`src/rtl/timer_interrupt_controller.sv`:
```
// ============================================================================
// timer_interrupt_controller - timer IRQ arbitration and entry sequencing
// Rev 1.0
// ============================================================================
`default_nettype none

module timer_interrupt_controller #(
    parameter int                  PC_WIDTH      = 14,
    parameter logic [PC_WIDTH-1:0] VECTOR_BASE   = PC_WIDTH'('h008),
    parameter int                  VECTOR_STRIDE = 2
) (
    input  logic                clk,
    input  logic                rst,
    input  logic [7:0]          irq_flags,
    input  logic [7:0]          irq_mask,
    input  logic                global_ie,
    input  logic                instr_boundary,
    input  logic                reti,
    input  logic [PC_WIDTH-1:0] pc_current,
    output logic                busy,
    output logic [7:0]          push_data,
    output logic                push_we,
    output logic                sp_dec,
    output logic [PC_WIDTH-1:0] pc_new,
    output logic                pc_load,
    output logic                clear_ie,
    output logic                set_ie,
    output logic [7:0]          flag_clear
);

    typedef enum logic [1:0] {
        S_IDLE    = 2'd0,
        S_PUSH_LO = 2'd1,
        S_PUSH_HI = 2'd2,
        S_VECTOR  = 2'd3
    } state_t;

    state_t                state_q;
    logic [2:0]            winner_q;
    logic [PC_WIDTH-1:0]   ret_q;
    logic                  block_next_q;

    logic [7:0]            w_pending;
    logic [2:0]            w_win_idx;
    logic [PC_WIDTH-1:0]   w_vector;

    assign w_pending = irq_flags & irq_mask;

    // Ascending scan so the highest set bit is the last to overwrite.
    always_comb begin
        w_win_idx = 3'd0;
        for (int i = 0; i < 8; i++) begin
            if (w_pending[i]) begin
                w_win_idx = 3'(i);
            end
        end
    end

    assign w_vector = VECTOR_BASE
                    + PC_WIDTH'(VECTOR_STRIDE) * PC_WIDTH'(3'd7 - winner_q);

    always_ff @(posedge clk or posedge rst) begin
        if (rst) begin
            state_q      <= S_IDLE;
            winner_q     <= 3'd0;
            ret_q        <= '0;
            block_next_q <= 1'b0;
            busy         <= 1'b0;
            push_data    <= 8'h00;
            push_we      <= 1'b0;
            sp_dec       <= 1'b0;
            pc_new       <= '0;
            pc_load      <= 1'b0;
            clear_ie     <= 1'b0;
            set_ie       <= 1'b0;
            flag_clear   <= 8'h00;
        end else begin
            push_data  <= 8'h00;
            push_we    <= 1'b0;
            sp_dec     <= 1'b0;
            pc_load    <= 1'b0;
            clear_ie   <= 1'b0;
            set_ie     <= 1'b0;
            flag_clear <= 8'h00;
            case (state_q)
                S_IDLE: begin
                    // RETI outranks a dispatch and arms the one-instruction shadow.
                    if (reti) begin
                        set_ie       <= 1'b1;
                        block_next_q <= 1'b1;
                    end else if (instr_boundary) begin
                        if (block_next_q) begin
                            block_next_q <= 1'b0;
                        end else if (global_ie && (|w_pending)) begin
                            winner_q  <= w_win_idx;
                            ret_q     <= pc_current;
                            state_q   <= S_PUSH_LO;
                            busy      <= 1'b1;
                            push_data <= pc_current[7:0];
                            push_we   <= 1'b1;
                            sp_dec    <= 1'b1;
                        end
                    end
                end
                S_PUSH_LO: begin
                    state_q   <= S_PUSH_HI;
                    push_data <= 8'(ret_q >> 8);
                    push_we   <= 1'b1;
                    sp_dec    <= 1'b1;
                end
                S_PUSH_HI: begin
                    state_q    <= S_VECTOR;
                    pc_new     <= w_vector;
                    pc_load    <= 1'b1;
                    clear_ie   <= 1'b1;
                    flag_clear <= 8'h01 << winner_q;
                end
                S_VECTOR: begin
                    state_q <= S_IDLE;
                    busy    <= 1'b0;
                end
                default: begin
                    state_q <= S_IDLE;
                    busy    <= 1'b0;
                end
            endcase
        end
    end

endmodule

`default_nettype wire

```
`config.mk`:
```
export PLATFORM = sky130hd
export DESIGN_NAME = timer_interrupt_controller
export DESIGN_NICKNAME = d
export VERILOG_FILES = /design/src/rtl/timer_interrupt_controller.sv
export SDC_FILE = /design/constraint.sdc
export NUM_CORES = 1
export LEC_CHECK = 0
export ABC_AREA = 1
export BUFFER_PORTS_ARGS = -buffer_cell sky130_fd_sc_hd__clkbuf_2
export CAP_MARGIN = 5
export CORE_MARGIN = 5
export CORE_UTILIZATION = 45
export DETAILED_ROUTE_END_ITERATION = 8
export GPL_ROUTABILITY_DRIVEN = 0
export PLACE_DENSITY = 0.85
export SETUP_SLACK_MARGIN = 0.4
export SYNTH_ARGS = -nofsm -noshare
export SYNTH_HDL_FRONTEND = slang
export SYNTH_SLANG_ARGS = --single-unit
```
`constraint.sdc`:
```
create_clock -name clk -period 1.8 [get_ports clk]
set_input_delay 0.09 -clock clk [delete_from_list [all_inputs] [get_ports clk]]
set_output_delay 0.09 -clock clk [all_outputs]
set_load 0.1 [all_outputs]
```
==> run_results.csv <==
group,metric,value,unit
clock_network,tritoncts,"built",
timing,slew_headroom,0.625,
power_and_ir_drop,total_power,4.08,mW
clock_network,clockRootBuffer,"clkbuf_4",
clock_network,clock-sinks,36,
timing,layout_setup_ws,445,ps
synth,synth.cell_area,1600,um^2
clock_network,htree_levels,2,
floorplanning,rows,21,
global_routing,overflow,0,
clock_network,path_clk_slew,110,ps
floorplanning,die-height,69.6,um
worst_setup_path,endpoint_kind,"flop",
global_routing,antenna_found_initial,0,
synth,yosys_warnings,0,
worst_setup_path,cp.required,2060,ps
cells_and_area,fin_nets,298,
route,wl_per_cell,11.5,um
floorplanning,die_x,69.6,um
synth,synth_top_area_share,0.564,
timing,fin_skew,8.39,ps
synth,synth_area_leaders,"dfrtp_1 56%, nand2_1 16%, buf_4 6.1%, nand2_2 4.3%, inv_1 3.3%",
route,drtIter0Drc,118,
cells_and_area,syn2layout_area_growth,38.4,%
synth,async_reset_ff_frac,1.00,
synth,synth_flop_cell,"dfrtp_1",
run,maxCapViolCount,0,
timing,setup-violations-final,0,
global_routing,grt_pass1_wl,5570,um
clock_network,cts_buffers,5,
route,drtAntennaViolNets,0,
power_and_ir_drop,ir_worst_vdd,0.709,mV
timing,slew_viol_final,0,
placement,dp_slack,284,ps
timing,hold_viol_final,0,
synth,synthDistinctLibCells,17,
worst_setup_path,critPathKind,"reg -> reg",
floorplanning,core_area,3390,um^2
timing,rsz0062_at_grt,"no",
synth,synthesis.instances,174,
route,wirelength,3530,um
floorplanning,initial_core_util,0.471,
timing,period_share,0.753,
worst_setup_path,arrival,1620,ps
worst_setup_path,cp_max_fo,14,
power_and_ir_drop,power.density,1840,nW/um^2
synth,yosys.area.top_type,"dfrtp_1",
global_routing,grt_usage,0.147,
cells_and_area,utilization,0.653,
run_status,status,"finished, final reports clean",
route,drt_pass1_iterations,4,
worst_setup_path,cp-start-kind,"flop",
synth,syn_avg_cell_area,9.18,um^2
clock_network,insertion_delay,340,ps
placement,io_buffers,60,
placement,dp_cells,276,
timing,setup_tns,0,ps
clock_network,cts_buffer_depth,2,
timing,fin_crit,1360,ps
floorplanning,die-area,4840,um^2
route,drc_errors,0,
cells_and_area,drive_gt1_frac,0.373,
route,vias,1390,
global_routing,grt_pass1_vias,1346,
power_and_ir_drop,p_leak,1.28,nW
global_routing,grt_max_degree,37,
hold_path,hp-class,"in -> reg",
synth,synthTopCellsByCount,"68 x nand2_1, 36 x dfrtp_1, 14 x inv_1",
synth,synth-edff-count,0,
floorplanning,pin_count,71,
timing,max_freq,0.738,GHz
placement,dp_hpwl,2310,um
route,vias_per_cell,4.54,
synth,ys_seq_elements,36,
timing,tightest_slew,566,ps
cells_and_area,finalNonFillerCells,306,
synth,yosysSeqAreaShare,0.564,
synth,yosysMostFrequentCell,"nand2_1",
cells_and_area,antenna_cells,0,
[timing repair]
action,4_1_cts,5_1_grt
resized for setup,3,4
buffers inserted,0,6
hold buffers,16,0
setup endpoints to repair,17,18
endpoints found under the hold margin,51,0
pin swaps,0,1
[registers in the layout, summed over array words and instances (netlist names)]
| signal | flops |
|---|---|
| sp_dec | 1 |
| block_next_q | 1 |
| ret_q | 6 |
| busy | 1 |
| pc_new | 4 |
| set_ie | 1 |
| push_data | 8 |
| state_q | 2 |
| winner_q | 3 |
| flag_clear | 8 |
| clear_ie | 1 |
[layout by cell type, fill, tap and decap left out, drive strengths merged, types with 2 or more instances in the layout]
cell type and count:
conb 10, a31oi 2, o21ai 7, dlygate4sd3 16, buf 7, ha 4, inv 15, nor2 13
dfrtp 36, clkbuf 67, nand2 79
[routing by layer]
metal,global-route usage,wire length (um),vias to the layer above
met5,0,0,-
met4,0.113,161,0
met3,0.0609,289,18
met2,0.254,1890,64
met1,0.136,1190,636
li1,-,-,672
[worst max-delay path, stage by stage, from the launching register on]
cell and delay [ps]:
dfrtp_1 430, inv_1 140, ha_4 200, nand3_4 160
inv_8 170, nand2_1 80, o21ai_0 90
[area by class of cell]
class / count / area (um^2)
repair buffers: 83 / 513
multi-input cells: 118 / 579
well taps: 46 / 57.6
clock inverters: 1 / 30.0
inverters: 15 / 63.8
clock buffers: 7 / 65.1
flip-flops and latches: 36 / 903
fillers: 247 / 1180
[kinds of logic after synthesis]
family                     after synthesis  share of synthesized area
other                                    1                    0.00235
adders and majority gates                4                     0.0313
buffers and inverters                   29                      0.110
and+or+nand+nor                         95                      0.260
DFF                                     36                      0.564
AOI/OAI and AO/OA                        9                     0.0321
[worst paths after layout]
path / startpoint / end / slack (ps) / cells past startpoint
max: state_q[1] / ret_q[13] / 440 / 6
min in group asynchronous: rst / push_data[5] / 360 / 4
max in group asynchronous: rst / sp_dec / 1120 / 4
min reg2reg: pc_new[3] / pc_new[3] / 490 / 2
max reg2reg: state_q[1] / ret_q[13] / 440 / 6
min: instr_boundary / block_next_q / 6 / 4
[through the flow]
step	hold slack, ps	instance area [um^2]
2_1_floorplan	194	1630
3_3_place_gp	190	1880
3_5_place_dp	187	1880
4_1_cts	0.440	2140
5_1_grt	11.7	2210
6_report	6.05	2210
[where the power goes]
group          total [mW]  leakage, nW  internal (mW)  switching (mW)
Combinational        2.21        0.764          0.402            1.81
Clock               0.628       0.0515          0.369           0.259
Sequential           1.24        0.467           1.08           0.154
Total                4.08         1.28           1.85            2.22
(Power assumes the default switching activity.)
